===== src/rtl/sw_debounce_pkg.sv =====
// Shared definitions for the switch debouncer.
// Contents:
//   state_t             per-channel qualification state
//   DEF_N_SW            default number of switch channels
//   DEF_SYNC_STAGES     default synchroniser depth
//   DEF_DB_CYCLES       default number of stable cycles needed to accept a level
package sw_debounce_pkg;

  typedef enum logic {
    ST_STABLE = 1'b0,
    ST_COUNT  = 1'b1
  } state_t;

  localparam int DEF_N_SW        = 2;
  localparam int DEF_SYNC_STAGES = 2;
  localparam int DEF_DB_CYCLES   = 16;

endpackage


===== src/rtl/sw_debounce_if.sv =====
// Switch bundle between the board inputs, the debouncer and its consumers.
// Signals (all N_SW wide):
//   sw_raw   raw switch levels, asynchronous to clk
//   sw_db    debounced levels
//   sw_rise  one-cycle pulse on a debounced 0->1 change
//   sw_fall  one-cycle pulse on a debounced 1->0 change
//   busy     channel is qualifying a candidate level
// Modports: master drives sw_raw and observes the rest; slave is the debouncer.
interface sw_debounce_if
  import sw_debounce_pkg::*;
#(
  parameter int N_SW = DEF_N_SW
);

  logic [N_SW-1:0] sw_raw;
  logic [N_SW-1:0] sw_db;
  logic [N_SW-1:0] sw_rise;
  logic [N_SW-1:0] sw_fall;
  logic [N_SW-1:0] busy;

  modport master (
    output sw_raw,
    input  sw_db,
    input  sw_rise,
    input  sw_fall,
    input  busy
  );

  modport slave (
    input  sw_raw,
    output sw_db,
    output sw_rise,
    output sw_fall,
    output busy
  );

endinterface


===== src/rtl/sw_debounce_ch.sv =====
// One debouncer channel: synchroniser, two-state qualification FSM with a
// stability counter, and registered edge pulses.
// Ports:
//   clk      in   system clock
//   rst_n    in   asynchronous active-low reset
//   sw_raw   in   raw switch level (asynchronous)
//   sw_db    out  debounced level, registered
//   sw_rise  out  pulse in the cycle sw_db becomes 1
//   sw_fall  out  pulse in the cycle sw_db becomes 0
//   busy     out  high while a candidate level is being qualified
module sw_debounce_ch
  import sw_debounce_pkg::*;
#(
  parameter int SYNC_STAGES = DEF_SYNC_STAGES,
  parameter int DB_CYCLES   = DEF_DB_CYCLES
) (
  input  logic clk,
  input  logic rst_n,
  input  logic sw_raw,
  output logic sw_db,
  output logic sw_rise,
  output logic sw_fall,
  output logic busy
);

  localparam int CNT_W = $clog2(DB_CYCLES + 1);

  logic [SYNC_STAGES-1:0] sync_r;
  logic                   sync_s;

  state_t             state_r;
  state_t             state_nxt_s;
  logic [CNT_W-1:0]   cnt_r;
  logic [CNT_W-1:0]   cnt_nxt_s;
  logic               db_r;
  logic               db_nxt_s;
  logic               rise_r;
  logic               rise_nxt_s;
  logic               fall_r;
  logic               fall_nxt_s;
  logic               busy_r;

  // Synchroniser shift chain; only the last stage is used downstream.
  always_ff @(posedge clk or negedge rst_n) begin
    if (!rst_n) begin
      sync_r <= '0;
    end else begin
      sync_r <= {sync_r[SYNC_STAGES-2:0], sw_raw};
    end
  end

  assign sync_s = sync_r[SYNC_STAGES-1];

  // Next-state, counter and pulse decisions for the qualification FSM.
  always_comb begin
    state_nxt_s = state_r;
    cnt_nxt_s   = cnt_r;
    db_nxt_s    = db_r;
    rise_nxt_s  = 1'b0;
    fall_nxt_s  = 1'b0;
    case (state_r)
      ST_STABLE: begin
        if (sync_s != db_r) begin
          if (DB_CYCLES == 1) begin
            // A single matching cycle is enough: accept without visiting COUNT.
            db_nxt_s   = sync_s;
            rise_nxt_s = sync_s;
            fall_nxt_s = ~sync_s;
            cnt_nxt_s  = '0;
          end else begin
            state_nxt_s = ST_COUNT;
            cnt_nxt_s   = CNT_W'(1);
          end
        end else begin
          cnt_nxt_s = '0;
        end
      end
      ST_COUNT: begin
        if (sync_s == db_r) begin
          // Bounced back to the current level: drop the candidate.
          state_nxt_s = ST_STABLE;
          cnt_nxt_s   = '0;
        end else if (cnt_r == CNT_W'(DB_CYCLES - 1)) begin
          state_nxt_s = ST_STABLE;
          cnt_nxt_s   = '0;
          db_nxt_s    = sync_s;
          rise_nxt_s  = sync_s;
          fall_nxt_s  = ~sync_s;
        end else begin
          cnt_nxt_s = cnt_r + CNT_W'(1);
        end
      end
      default: begin
        state_nxt_s = ST_STABLE;
        cnt_nxt_s   = '0;
      end
    endcase
  end

  // FSM state, counter and registered outputs.
  always_ff @(posedge clk or negedge rst_n) begin
    if (!rst_n) begin
      state_r <= ST_STABLE;
      cnt_r   <= '0;
      db_r    <= 1'b0;
      rise_r  <= 1'b0;
      fall_r  <= 1'b0;
      busy_r  <= 1'b0;
    end else begin
      state_r <= state_nxt_s;
      cnt_r   <= cnt_nxt_s;
      db_r    <= db_nxt_s;
      rise_r  <= rise_nxt_s;
      fall_r  <= fall_nxt_s;
      busy_r  <= (state_nxt_s == ST_COUNT);
    end
  end

  assign sw_db   = db_r;
  assign sw_rise = rise_r;
  assign sw_fall = fall_r;
  assign busy    = busy_r;

endmodule


===== src/rtl/sw_debounce.sv =====
// Multi-channel switch debouncer: N_SW independent copies of sw_debounce_ch.
// Ports:
//   clk     in   system clock
//   rst_n   in   asynchronous active-low reset
//   bus     sw_debounce_if.slave: sw_raw in; sw_db, sw_rise, sw_fall, busy out
module sw_debounce
  import sw_debounce_pkg::*;
#(
  parameter int N_SW        = DEF_N_SW,
  parameter int SYNC_STAGES = DEF_SYNC_STAGES,
  parameter int DB_CYCLES   = DEF_DB_CYCLES
) (
  input logic          clk,
  input logic          rst_n,
  sw_debounce_if.slave bus
);

  logic [N_SW-1:0] db_s;
  logic [N_SW-1:0] rise_s;
  logic [N_SW-1:0] fall_s;
  logic [N_SW-1:0] busy_s;

  for (genvar i = 0; i < N_SW; i++) begin : g_ch
    sw_debounce_ch #(
      .SYNC_STAGES (SYNC_STAGES),
      .DB_CYCLES   (DB_CYCLES)
    ) u_ch (
      .clk     (clk),
      .rst_n   (rst_n),
      .sw_raw  (bus.sw_raw[i]),
      .sw_db   (db_s[i]),
      .sw_rise (rise_s[i]),
      .sw_fall (fall_s[i]),
      .busy    (busy_s[i])
    );
  end

  assign bus.sw_db   = db_s;
  assign bus.sw_rise = rise_s;
  assign bus.sw_fall = fall_s;
  assign bus.busy    = busy_s;

endmodule

===== src/flat_wrapper.sv =====
// flat-port wrapper written by rule: the top's interface ports become plain ports
module sw_debounce_flat import sw_debounce_pkg::*;
#(
  parameter int N_SW        = DEF_N_SW,
  parameter int SYNC_STAGES = DEF_SYNC_STAGES,
  parameter int DB_CYCLES   = DEF_DB_CYCLES
)
  (clk, rst_n, bus_sw_raw, bus_sw_db, bus_sw_rise, bus_sw_fall, bus_busy);
  sw_debounce_if #(.N_SW(N_SW)) bus_i ();
  input logic clk;
  input logic rst_n;
  input wire logic [$bits(bus_i.sw_raw)-1:0] bus_sw_raw;
  output wire logic [$bits(bus_i.sw_db)-1:0] bus_sw_db;
  output wire logic [$bits(bus_i.sw_rise)-1:0] bus_sw_rise;
  output wire logic [$bits(bus_i.sw_fall)-1:0] bus_sw_fall;
  output wire logic [$bits(bus_i.busy)-1:0] bus_busy;
  assign bus_i.sw_raw = bus_sw_raw;
  assign bus_sw_db = bus_i.sw_db;
  assign bus_sw_rise = bus_i.sw_rise;
  assign bus_sw_fall = bus_i.sw_fall;
  assign bus_busy = bus_i.busy;
  sw_debounce #(.N_SW(N_SW), .SYNC_STAGES(SYNC_STAGES), .DB_CYCLES(DB_CYCLES)) u_core (.clk(clk), .rst_n(rst_n), .bus(bus_i));
endmodule

===== config.mk =====
export PLATFORM = sky130hd
export DESIGN_NAME = sw_debounce_flat
export DESIGN_NICKNAME = d
export VERILOG_FILES = /design/src/rtl/sw_debounce_pkg.sv /design/src/rtl/sw_debounce_if.sv /design/src/rtl/sw_debounce_ch.sv /design/src/rtl/sw_debounce.sv /design/src/flat_wrapper.sv
export SDC_FILE = /design/constraint.sdc
export NUM_CORES = 1
export LEC_CHECK = 0
export BUFFER_PORTS_ARGS = -buffer_cell sky130_fd_sc_hd__buf_2
export CAP_MARGIN = 30
export CORE_MARGIN = 2
export CORE_UTILIZATION = 48
export DETAILED_ROUTE_END_ITERATION = 16
export PLACE_DENSITY = 0.68
export SLEW_MARGIN = 10
export SYNTH_ARGS = -nofsm -noshare
export SYNTH_HDL_FRONTEND = slang
export SYNTH_SLANG_ARGS = --single-unit

===== constraint.sdc =====
create_clock -name clk -period 2.64 [get_ports clk]
set_input_delay 0.528 -clock clk [delete_from_list [all_inputs] [get_ports clk]]
set_output_delay 0.528 -clock clk [all_outputs]
set_load 0.01 [all_outputs]

==> reports/qor.txt <==
CTS max path bufs = 2
WHS = 0.163 ns
cell depth of the worst flop-to-flop path = 4
fmax = 703 MHz
share of layout cells above drive strength 1 = 0.273
Seq/Total Area, Yosys = 0.613
Vias = 487
die width = 47.3 um
routed len/inst = 11.7 um
Syn-to-layout area delta = 6.96%
CP endpoint = bus_busy[1]
die area = 0.00223 sq mm
final setup skew = 0.00214 ns
mean post-synth cell area = 12.8 sq um
DR DRC count = 0
Worst Setup End Kind = output pin
final worst setup slack = 1.22 ns
initial DRC count = 3
final antenna-violating net count = 0
Final period util = 0.539
class of the tightest hold or removal check = primary input to async pin
critical-path cell list = buf_2
minimum clock period = 1.42 ns
I/O Pins = 12
CP max FO = 5
Yosys warnings = 0
Max rail drop VDD = 0.000479 V
Setup CP Type = flip-flop to output pin
Synth Instances = 70
GRT Residual Overflow = 0
CTS buffer count = 3
Rel. slew slack = 0.693
RSZ-0062 raised after global routing = no
largest net degree at the start of global routing = 23
Reg-to-Reg Start = u_core.g_ch[0].u_ch.cnt_r[0]
Die Height = 47.3 um
Worst-Margin Slew = 0.461 ns
Site Rows = 15
core footprint = 0.00175 sq mm
R2R setup slack = 1.25 ns
max-slew violations = 0
H-tree depth = 1
final setup TNS = 0 ns
vias per cell = 4.77
CP startpoint kind = flip-flop
critical path's slowest cell = dfrtp_1
gr usage total = 0.132
GPL Wtd Cong = 0.736
end of the worst register-to-register path = u_core.g_ch[0].u_ch.sw_db
syn_nets = 76
first-pass GRT wire length = 2000 um
root buf cell = clkbuf_4
CTS Sinks = 22
final hold violations = 0
Lkg Pwr = 0.463 nW
PwrDens = 577 mW/mm^2
antenna fix cells = 0
initial antenna violation count = 0
port bufs = 11
most common cell after layout, fill and taps aside = dfrtp_1
Crit path largest cell delay = 0.44 ns
cts hold-fix bufs = 0
Netlist cell types = 17
worst slack, placed = 1.28 ns
Initial Util = 0.515
worst path arrival time = 0.89 ns
clock slew at reported path FFs = 0.12 ns
Clk Latency, worst-skew pair = 0.29 ns
Synth Register Bits = 22
Critical Path Source = u_core.g_ch[1].u_ch.busy
endpoints failing setup = 0
logic depth of the worst path, buffers included = 1
most frequent cells in the layout = 22 x dfrtp_1, 11 x buf_2
Mapped Area = 898 sq um
max_cap viols = 0
CP Data Required Time = 2.11 ns
dpl hpwl = 869 um
WP buf/inv = 1
vias in the first global route = 458
CTS tree = yes
drt first pass iters = 4
Worst path top cell family by delay = flip-flops
outcome = completed
CTS resizes = 0
Setup Fix Bufs, Post-CTS = 0
final wirelength = 1200 um
Final #Nets = 84
cells in the mapped netlist:
cell type	count	area, sq um
and4b_4	2	27.5
ha_1	2	25.0
nor4_1	2	12.5
nor2_1	4	15.0
nor3_1	2	10.0
nand2_2	2	12.5
nand3_1	4	20.0
xnor2_1	2	17.5
dfrtp_1	22	551
o21ai_0	2	10.0
buf_4	8	60.1
and2_1	4	25.0
xor2_1	4	35.0
nand2_1	4	15.0
mux2_4	2	30.0
and4_1	2	17.5
nor3b_1	2	15.0
how the worst min path moves through the flow:
| stage | start | endpoint | slack (ns) | cells after the start |
|---|---|---|---|---|
| finish | rst_n | u_core.g_ch[1].u_ch.cnt_r[4] | 0.16 | 1 |
| global placement | u_core.g_ch[0].u_ch.sync_r[0] | u_core.g_ch[0].u_ch.sync_r[1] | 0.34 | 0 |
| CTS | rst_n | u_core.g_ch[1].u_ch.sw_fall | 0.17 | 1 |
| floorplan | rst_n | u_core.g_ch[0].u_ch.busy | 0.23 | 0 |
| global route | rst_n | u_core.g_ch[0].u_ch.sw_rise | 0.19 | 1 |
| detailed placement | u_core.g_ch[1].u_ch.sync_r[0] | u_core.g_ch[1].u_ch.sync_r[1] | 0.35 | 0 |
metal layers:
layer / vias up / track usage / wire [um]
met3: 2 / 0.0231 / 43
met2: 9 / 0.189 / 535
met1: 232 / 0.193 / 604
met5: - / 0 / 0
met4: 0 / 0.0667 / 13
li1: 244 / - / -
area by class of cell:
type,instances,area [sq um]
Clock buffer,4,36.3
Fill cell,158,785
Timing Repair Buffer,11,55.1
Multi-Input combinational cell,40,288
Tap cell,25,31.3
Sequential cell,22,551
metrics by stage:
| step | power (mW) | cell area [sq um] | std cells | util |
|---|---|---|---|---|
| after floorplan | 0.372 | 898 | 70 | - |
| after global placement | 0.383 | 925 | 98 | 0.530 |
| after detailed placement | 0.384 | 925 | 98 | 0.530 |
| after CTS | 0.561 | 961 | 102 | 0.551 |
| after global routing | 0.577 | 961 | 102 | 0.551 |
| final | 0.555 | 961 | 102 | 0.551 |
state kept, by name (all words and copies together), names as in the netlist:
signal and flops:
u_core.g_ch.u_ch.sw_rise 2, u_core.g_ch.u_ch.sw_db 2, u_core.g_ch.u_ch.cnt_r 10, u_core.g_ch.u_ch.sw_fall 2
u_core.g_ch.u_ch.busy 2, u_core.g_ch.u_ch.sync_r 4
power by group:
group / internal (mW) / leakage [nW] / switching (mW)
sequential: 0.346 / 0.289 / 0.00775
combinational: 0.00922 / 0.153 / 0.0141
clock: 0.0840 / 0.0210 / 0.0943
logic make-up after synthesis:
logic type               share of synthesized area
AO/OA/AOI/OAI                               0.0111
adder cells (fa/ha/maj)                     0.0279
buffers and inverters                       0.0669
AND/OR/NAND/NOR                              0.189
XOR/XNOR                                    0.0585
flip-flops                                   0.613
multiplexers                                0.0334
No activity file was read; power rests on OpenSTA's default activity.
